--- src/rtl/pe_tree_ctrl.sv ---
// rtl/pe_tree_ctrl.sv - frame scheduler and result buffer for the FxF float16 PE tree
module pe_tree_ctrl #(
    parameter int DATA_WIDTH = 16,
    parameter int F          = 3,
    parameter int PIPE_LAT   = 6,
    parameter int FIFO_DEPTH = 8,
    parameter int NW_WIDTH   = 16
) (
    input  logic                       clk,
    input  logic                       rst,
    input  logic                       cfg_valid,
    output logic                       cfg_ready,
    input  logic [DATA_WIDTH-1:0]      cfg_data,
    input  logic                       start,
    input  logic [NW_WIDTH-1:0]        num_win,
    input  logic                       win_valid,
    output logic                       win_ready,
    input  logic [DATA_WIDTH*F*F-1:0]  win_data,
    output logic [DATA_WIDTH*F*F-1:0]  pe_param,
    output logic [DATA_WIDTH*F*F-1:0]  pe_data,
    input  logic [DATA_WIDTH-1:0]      pe_result,
    output logic                       res_valid,
    input  logic                       res_ready,
    output logic [DATA_WIDTH-1:0]      res_data,
    output logic                       busy,
    output logic                       frame_done
);

    localparam int NUM_W = F * F;
    localparam int IDX_W = (NUM_W > 1) ? $clog2(NUM_W) : 1;
    localparam int PTR_W = $clog2(FIFO_DEPTH);
    localparam int OCC_W = PTR_W + 1;

    typedef enum logic [1:0] {
        IDLE  = 2'd0,
        RUN   = 2'd1,
        DRAIN = 2'd2
    } state_t;

    state_t state;
    state_t state_next;

    logic [DATA_WIDTH-1:0] weights [NUM_W];
    logic [IDX_W-1:0]      wr_idx;
    logic                  params_ok;

    logic [NW_WIDTH-1:0]   num_lat;
    logic [NW_WIDTH-1:0]   issued;
    logic [OCC_W-1:0]      occ;

    logic [PIPE_LAT-1:0]   vld_sr;
    logic [PIPE_LAT-1:0]   vld_next;

    logic [DATA_WIDTH-1:0] fifo_mem [FIFO_DEPTH];
    logic [PTR_W-1:0]      wr_ptr;
    logic [PTR_W-1:0]      rd_ptr;
    logic [OCC_W-1:0]      count;

    logic cfg_hs;
    logic start_ok;
    logic win_hs;
    logic push;
    logic pop;

    // Handshake qualifiers shared by the FSM and the datapath
    always_comb begin
        cfg_ready = (state == IDLE) && !rst;
        cfg_hs    = cfg_valid && cfg_ready;
        start_ok  = (state == IDLE) && start && params_ok
                    && (num_win != '0) && !cfg_hs;
        // occ is registered, so consumer backpressure never reaches win_ready combinationally
        win_ready = (state == RUN) && (issued < num_lat)
                    && (occ < OCC_W'(FIFO_DEPTH));
        win_hs    = win_valid && win_ready;
        push      = vld_sr[PIPE_LAT-1];
        res_valid = (count != '0);
        pop       = res_valid && res_ready;
        res_data  = res_valid ? fifo_mem[rd_ptr] : '0;
        busy      = (state != IDLE);
    end

    // FSM state register
    always_ff @(posedge clk or posedge rst) begin
        if (rst) begin
            state <= IDLE;
        end else begin
            state <= state_next;
        end
    end

    // FSM next-state and frame_done pulse
    always_comb begin
        state_next = state;
        frame_done = 1'b0;
        case (state)
            IDLE: begin
                if (start_ok) begin
                    state_next = RUN;
                end
            end
            RUN: begin
                if (win_hs && ((issued + NW_WIDTH'(1)) == num_lat)) begin
                    state_next = DRAIN;
                end
            end
            DRAIN: begin
                if (occ == '0) begin
                    frame_done = 1'b1;
                    state_next = IDLE;
                end
            end
            default: begin
                state_next = IDLE;
            end
        endcase
    end

    // Serial weight load; rewriting slot 0 invalidates the set until all slots are refreshed
    always_ff @(posedge clk or posedge rst) begin
        if (rst) begin
            for (int i = 0; i < NUM_W; i++) begin
                weights[i] <= '0;
            end
            wr_idx    <= '0;
            params_ok <= 1'b0;
        end else if (cfg_hs) begin
            weights[wr_idx] <= cfg_data;
            if (wr_idx == IDX_W'(NUM_W - 1)) begin
                wr_idx    <= '0;
                params_ok <= 1'b1;
            end else begin
                wr_idx <= wr_idx + IDX_W'(1);
                if (wr_idx == '0) begin
                    params_ok <= 1'b0;
                end
            end
        end
    end

    for (genvar i = 0; i < NUM_W; i++) begin : g_param
        assign pe_param[i*DATA_WIDTH +: DATA_WIDTH] = weights[i];
    end

    // Frame window budget and issue count
    always_ff @(posedge clk or posedge rst) begin
        if (rst) begin
            num_lat <= '0;
            issued  <= '0;
        end else if (start_ok) begin
            num_lat <= num_win;
            issued  <= '0;
        end else if (win_hs) begin
            issued <= issued + NW_WIDTH'(1);
        end
    end

    // Window register feeding the tree
    always_ff @(posedge clk or posedge rst) begin
        if (rst) begin
            pe_data <= '0;
        end else if (win_hs) begin
            pe_data <= win_data;
        end
    end

    // Next value of the latency tracker: shift up, new window enters at bit 0
    always_comb begin
        vld_next    = vld_sr << 1;
        vld_next[0] = win_hs;
    end

    // Valid shift register mirroring the tree pipeline
    always_ff @(posedge clk or posedge rst) begin
        if (rst) begin
            vld_sr <= '0;
        end else begin
            vld_sr <= vld_next;
        end
    end

    // Credit count: windows in flight plus results waiting in the FIFO
    always_ff @(posedge clk or posedge rst) begin
        if (rst) begin
            occ <= '0;
        end else begin
            occ <= occ + {{(OCC_W-1){1'b0}}, win_hs} - {{(OCC_W-1){1'b0}}, pop};
        end
    end

    // Result FIFO storage
    always_ff @(posedge clk) begin
        if (push) begin
            fifo_mem[wr_ptr] <= pe_result;
        end
    end

    // Result FIFO pointers and fill level
    always_ff @(posedge clk or posedge rst) begin
        if (rst) begin
            wr_ptr <= '0;
            rd_ptr <= '0;
            count  <= '0;
        end else begin
            if (push) begin
                wr_ptr <= wr_ptr + PTR_W'(1);
            end
            if (pop) begin
                rd_ptr <= rd_ptr + PTR_W'(1);
            end
            count <= count + {{(OCC_W-1){1'b0}}, push} - {{(OCC_W-1){1'b0}}, pop};
        end
    end

endmodule

--- config.mk ---
export PLATFORM = sky130hd
export DESIGN_NAME = pe_tree_ctrl
export DESIGN_NICKNAME = d
export VERILOG_FILES = /design/src/rtl/pe_tree_ctrl.sv
export SDC_FILE = /design/constraint.sdc
export NUM_CORES = 1
export LEC_CHECK = 0
export ABC_AREA = 1
export ABC_CLOCK_PERIOD_IN_PS = 21500
export CORE_UTILIZATION = 45
export CTS_BUF_LIST = sky130_fd_sc_hd__clkbuf_4
export DETAILED_ROUTE_END_ITERATION = 10
export GPL_TIMING_DRIVEN = 0
export MAX_ROUTING_LAYER = met4
export PLACE_DENSITY_LB_ADDON = 0.1
export SYNTH_ARGS = -nofsm -noshare
export SYNTH_HDL_FRONTEND = slang
export SYNTH_SLANG_ARGS = --single-unit
--- constraint.sdc ---
create_clock -name clk -period 21.5 [get_ports clk]
set_input_delay 3.225 -clock clk [delete_from_list [all_inputs] [get_ports clk]]
set_output_delay 3.225 -clock clk [all_outputs]
set_load 0.005 [all_outputs]
==> flow_metrics.tcl, run 1 <==
set metrics [dict create \
    status "complete, no violations" \
    endpoint_kind "primary output" \
    finalSetupTns_ns 0 \
    root_buffer "clkbuf_4" \
    layout_common_cells "nand2_1, clkdlybuf4s50_1, dfrtp_1" \
    synth.cell_area_sq_um 19620 \
    synth_seq_cells 475 \
    worstPathRequired_ns 18.27 \
    fin_crit_sh_pct 35.95 \
    grt_overflow 0 \
    drc 0 \
    finalNonFillerCells 3124 \
    place_area_sq_um 25580 \
    crit_fanout 2 \
    htreeDepth 4 \
    finalMaxSlewViolations 0 \
    grt_pass1_vias 15968 \
    core_sq_um 43080 \
    top_layer_used "met4" \
    fin_worst_skew_ns 0.04537 \
    min_from "vld_sr[2]$_DFF_PP0_" \
    syn_nets 2017 \
    avgRoutedWirePerCell_um 19.89 \
    clk_pin_slew_worst_paths_ns 0.06 \
    final_common_cell "nand2_1" \
    setup_violations 0 \
    hp-class "reg -> reg" \
    reg2reg_setup_slack_ns 18.02 \
    dr.pass1.iters 6 \
    met1Wirelength_mm 24.84 \
    fmaxAchievable_mhz 129.4 \
    min_to "vld_sr[3]$_DFF_PP0_" \
    cts_tree "done" \
    ys_seq_area_share_pct 63.86 \
    p_leak_nw 12.46 \
    regArea_sq_um 12530 \
    slew_headroom_pct 36.60 \
    nets 2665 \
    reg2reg_from "num_lat[15]$_DFFE_PP0P_" \
    crit_path_start_kind "input port" \
    grt_start_max_net_pins 130 \
    die_area_sq_um 44430 \
    syn_area_per_cell_sq_um 11.00 \
    dp_cells 2883 \
    wl_mm 62.14 \
    clk_latency_ns 0.95 \
    place_hpwl_mm 44.60 \
    die_y_um 210.8 \
    initial_utilization_pct 45.54 \
    power_w 0.003886 \
    drive_gt1_share_pct 17.02 \
    wl_met2_mm 29.86 \
    ys_types 38 \
    numCtsBuffers 132 \
    tightest_slew_ns 0.9500 \
    dr_wl_met3_mm 5.691 \
    rsz0062_at_grt "false" \
    grt_pass1_wl_mm 93.98 \
    r2r_cells 15 \
    syn_inst 1784 \
    area_growth_pct 39.38 \
    ios 507 \
    vias_per_cell 4.963 \
    num_vias 15505 \
    hold_depth 0 \
    first_iter_violations 983 \
    cts.sinks 475 \
    antenna_found_initial 6 \
    worstSetupPathType "in -> out" \
    routabilityCongestion 0.8892 \
    drv_cap 0 \
    fin_crit_ns 7.730 \
    power_density_nw_per_um2 142.1 \
    nFillCells 3559 \
    synth_warnings 0 \
    ctsHoldBuffers 0 \
    ant_nets 0 \
    post-route-cell-area_sq_um 27340 \
    cts_setup_buffers 0 \
    yosysTopAreaCell "dfrtp_1" \
    timing.rr.end "occ[2]$_DFF_PP0_" \
    port_buffers 506 \
    max-vdd-ir-drop_mv 0.08576 \
    synth_area_leaders "dfrtp_1, edfxtp_1, nand2_1, mux2_2, o21ai_0" \
    hold_viol 0 \
    clockBufferDepth 3 \
    grt.total_usage_pct 29.54 \
    cts.repair.resized 0 \
    rows 76 \
    multiInputGateArea_sq_um 6334 \
    yosysTopAreaCellShare_pct 44.26 \
    arrival_ns 4.50 \
    fp.dieW_um 210.8 \
]
==> per-layer routing <==
| metal | up-vias | track usage (%) |
|---|---|---|
| met1 | 7554 | 34.68 |
| li1 | 7256 | - |
| met2 | 567 | 45.84 |
| met4 | 0 | 11.47 |
| met5 | - | - |
| met3 | 128 | 11.36 |
==> cells by family (layout without fill, tap and decap cells) <==
kind of cell	after synthesis	in the layout	share of synthesized area, %
other	0	7	0
buffers and inverters	141	889	3.961
adder cells (fa/ha/maj)	35	35	2.309
AO/OA/AOI/OAI	160	160	4.337
multiplexers	128	128	7.347
AND/OR/NAND/NOR	831	831	17.35
XOR/XNOR	14	14	0.8355
flip-flops	475	475	63.86
==> power breakdown <==
part / internal (W) / switching [W] / total (W)
sequential: 0.00124 / 0.000176 / 0.00142
clock: 0.000473 / 0.000390 / 0.000863
combinational: 0.000826 / 0.000779 / 0.00161
==> stage by stage <==
step | hold slack (ns) | utilization [%] | setup WS (ns)
6_report | 0.3507 | 63.47 | 13.77
5_1_grt | 0.3545 | 63.46 | 13.74
4_1_cts | 0.3514 | 63.43 | 13.77
3_5_place_dp | 0.3347 | 59.38 | 13.78
3_3_place_gp | 0.3341 | 59.00 | 4.039
2_1_floorplan | 0.3312 | - | 8.653
==> worst max path at each step <==
stage / startpoint / endpoint / slack (ns)
after floorplan: rst / count[0]$_DFF_PP0_ / 8.65
after global placement: rst / pe_data[66]$_DFFE_PP0P_ / 4.04
after detailed placement: rst / cfg_ready / 13.78
after CTS: rst / cfg_ready / 13.77
after global routing: rst / cfg_ready / 13.74
final: rst / cfg_ready / 13.77
==> worst max-delay path, cell delays in order <==
cell and delay, ns:
clkdlybuf4s50_1 0.56, nor2_4 0.20, clkdlybuf4s50_1 0.53
==> flip-flops by register name, indices dropped and copies added (netlist names) <==
name / cells
count: 4
fifo_mem: 128
issued: 16
num_lat: 16
occ: 4
params_ok: 1
pe_data: 144
pe_param: 144
rd_ptr: 3
state: 2
vld_sr: 6
wr_idx: 4
wr_ptr: 3
==> cell usage after synthesis (all sizes together) <==
cell and number:
dfrtp 347, o21ai 113, o22ai 16, inv 66, nor4 6, clkbuf 27, fa 2, a21oi 11
edfxtp 128, clkinv 1, mux2 128, xnor3 3, xnor2 6, nand4 14, or2 2, and2 2
nand2 620, o21a 2, ha 33, xor2 5, nor2 149, a31oi 16, o21bai 2, buf 47
nand3 37, nor3 1
==> cell type report <==
cell class,instances,share of cell area (%)
sequential,475,45.82
multi-input combinational,1168,23.16
timing repair buffer,514,19.03
clock buffer,201,5.519
tap,585,2.677
buffer,74,1.922
inverter,67,0.9472
clock inverter,33,0.8649
antenna,7,0.06406
Power figures use the tool's default switching activity.
==> run 2, diff against run 1 <==
Settings changed: ABC_CLOCK_PERIOD_IN_PS 21500 to 6400.
Clock period 21.5 ns to 6.4 ns, I/O delays scaled along.
==> run 2 against run 1 <==
  * Clock skew grew 0.0046 ns
  * Global-route usage shrank 0.083 points
  * First-iteration DRC count grew 9.0%
  * Via count grew 0.26%
  * Register-to-register slack lost 15 ns
  * Power grew to 3.3 times the previous value
  * Highest routed layer unchanged
  * Clock power grew to 3.1 times the previous value
  * Sequential power grew to 3.4 times the previous value
  * Design area is essentially flat
  * Die area is the same
  * Count of clock-buffer cells in the layout shrank 12
==> flow_metrics.tcl, run 2 (synthesized netlist as in run 1, its figures left out) <==
set metrics [dict create \
    clk_pin_slew_worst_paths_ns 0.06 \
    avgRoutedWirePerCell_um 20.10 \
    power_density_nw_per_um2 471.5 \
    status "complete, no violations" \
    place_hpwl_mm 45.95 \
    crit_chain "inv_1 > clkbuf_1 > clkbuf_1 > o21ai_0 > o22ai_1 > o21ai_0 > a31oi_1 > clkdlybuf4s50_1" \
    fin_crit_ns 4.508 \
    layout_common_cells "nand2_1, clkdlybuf4s50_1, dfrtp_1" \
    finalNonFillerCells 3110 \
    tightest_slew_ns 0.8679 \
    arrival_ns 3.55 \
    cts_setup_buffers 0 \
    ios 507 \
    rsz0062_at_grt "false" \
    timing.rr.end "occ[2]$_DFF_PP0_" \
    routabilityCongestion 0.8993 \
    grt_pass1_wl_mm 94.62 \
    numCtsBuffers 130 \
    die_y_um 210.8 \
    clockBufferDepth 3 \
    rows 76 \
    root_buffer "clkbuf_4" \
    die_area_sq_um 44430 \
    htreeDepth 4 \
    hold_viol 0 \
    fmaxAchievable_mhz 221.9 \
    critPathLaunch "rd_ptr[0]$_DFFE_PP0P_" \
    nets 2672 \
    cts.repair.resized 0 \
    grt_pass1_vias 15943 \
    vias_per_cell 4.999 \
    ctsHoldBuffers 0 \
    worstPathRequired_ns 5.44 \
    reg2reg_from "issued[13]$_DFFE_PP0P_" \
    hp-class "reg -> reg" \
    num_vias 15546 \
    reg2reg_setup_slack_ns 2.93 \
    core_sq_um 43080 \
    max-vdd-ir-drop_mv 0.2882 \
    drc 0 \
    cpPeakStageDelay_ns 0.57 \
    r2r_cells 14 \
    crit_path_start_kind "flop" \
    fin_worst_skew_ns 0.05000 \
    setup_violations 0 \
    worstSetupPathType "reg -> out" \
    initial_utilization_pct 45.54 \
    hold_depth 0 \
    ant_nets 0 \
    port_buffers 506 \
    critPathCapture "res_data[14]" \
    critPathSlowestCell "clkdlybuf4s50_1" \
    dp_cells 2892 \
    grt_overflow 0 \
    drv_cap 0 \
    final_common_cell "nand2_1" \
    grt.total_usage_pct 29.46 \
    drive_gt1_share_pct 16.90 \
    cts.sinks 475 \
    antenna_found_initial 5 \
    clk_latency_ns 0.87 \
    p_leak_nw 12.45 \
    nFillCells 3512 \
    endpoint_kind "primary output" \
    first_iter_violations 1071 \
    area_growth_pct 39.40 \
    fp.dieW_um 210.8 \
    crit_fanout 10 \
    slew_headroom_pct 42.08 \
    cts_tree "done" \
    final_util_pct 63.49 \
    dr.pass1.iters 6 \
    grt_start_max_net_pins 42 \
    fin_crit_sh_pct 70.43 \
    wl_mm 62.50 \
    finalMaxSlewViolations 0 \
]
[run 2: cell count changes in the layout (fill, tap and decap cells not counted), sizes merged]
cell	before	now
buf	55	64
bufinv	4	3
clkbuf	228	216
clkinv	24	14
clkinvlp	1	2
diode	7	5
inv	71	72
[run 2: report_power, final]
part | total (W) | internal [W] | switching [W]
clock | 0.00271 | 0.00146 | 0.00125
combinational | 0.00542 | 0.00279 | 0.00263
sequential | 0.00476 | 0.00417 | 0.000595
[run 2: through the flow]
step / setup TNS, ns / worst slack, ns / cell area [sq um] / hold WS [ns] / power [W]
6_report: 0 / 1.892 / 27350 / 0.3369 / 0.01289
4_1_cts: 0 / 1.877 / 27340 / 0.3421 / 0.01299
5_1_grt: 0 / 1.727 / 27350 / 0.3614 / 0.01374
3_3_place_gp: -595.13 / -1.791 / 25420 / 0.3340 / 0.01006
3_5_place_dp: 0 / 2.808 / 25740 / 0.3347 / 0.01019
2_1_floorplan: 0 / 0.7956 / 19620 / 0.3312 / 0.007046
[run 2: worst min path at each step]
stage                        startpoint                  end  slack, ns
detailed placement  vld_sr[2]$_DFF_PP0_  vld_sr[3]$_DFF_PP0_       0.33
CTS                 vld_sr[2]$_DFF_PP0_  vld_sr[3]$_DFF_PP0_       0.34
global placement    vld_sr[4]$_DFF_PP0_  vld_sr[5]$_DFF_PP0_       0.33
global route        vld_sr[2]$_DFF_PP0_  vld_sr[3]$_DFF_PP0_       0.36
floorplan           vld_sr[0]$_DFF_PP0_  vld_sr[1]$_DFF_PP0_       0.33
finish              vld_sr[2]$_DFF_PP0_  vld_sr[3]$_DFF_PP0_       0.34
[run 2: final cells by class]
cell class              count  area, sq um  area share, %
plain buffers              74        525.5          1.922
clock inverters            24        172.7         0.6314
well taps                 585        732.0          2.676
inverters                  67        255.2         0.9333
diodes                      5        12.51        0.04575
clock buffers             189         1419          5.188
multi-input cells        1168         6334          23.16
flip-flops and latches    475        12530          45.81
repair buffers            523         5370          19.64
[run 2: worst max-delay path, delay by kind of cell, from the launching register on]
family / cells / cell delay, ns
AO/OA/AOI/OAI: 4 / 0.78
buffers and inverters: 4 / 1.54
flip-flops: 1 / 0.40
[run 2: routing by layer]
layer,up-vias,routed length (um),track usage [%]
met5,-,0,-
met4,0,1260,9.145
met3,97,6170,10.93
met2,610,30230,45.42
met1,7586,24840,36.03
li1,7253,-,-
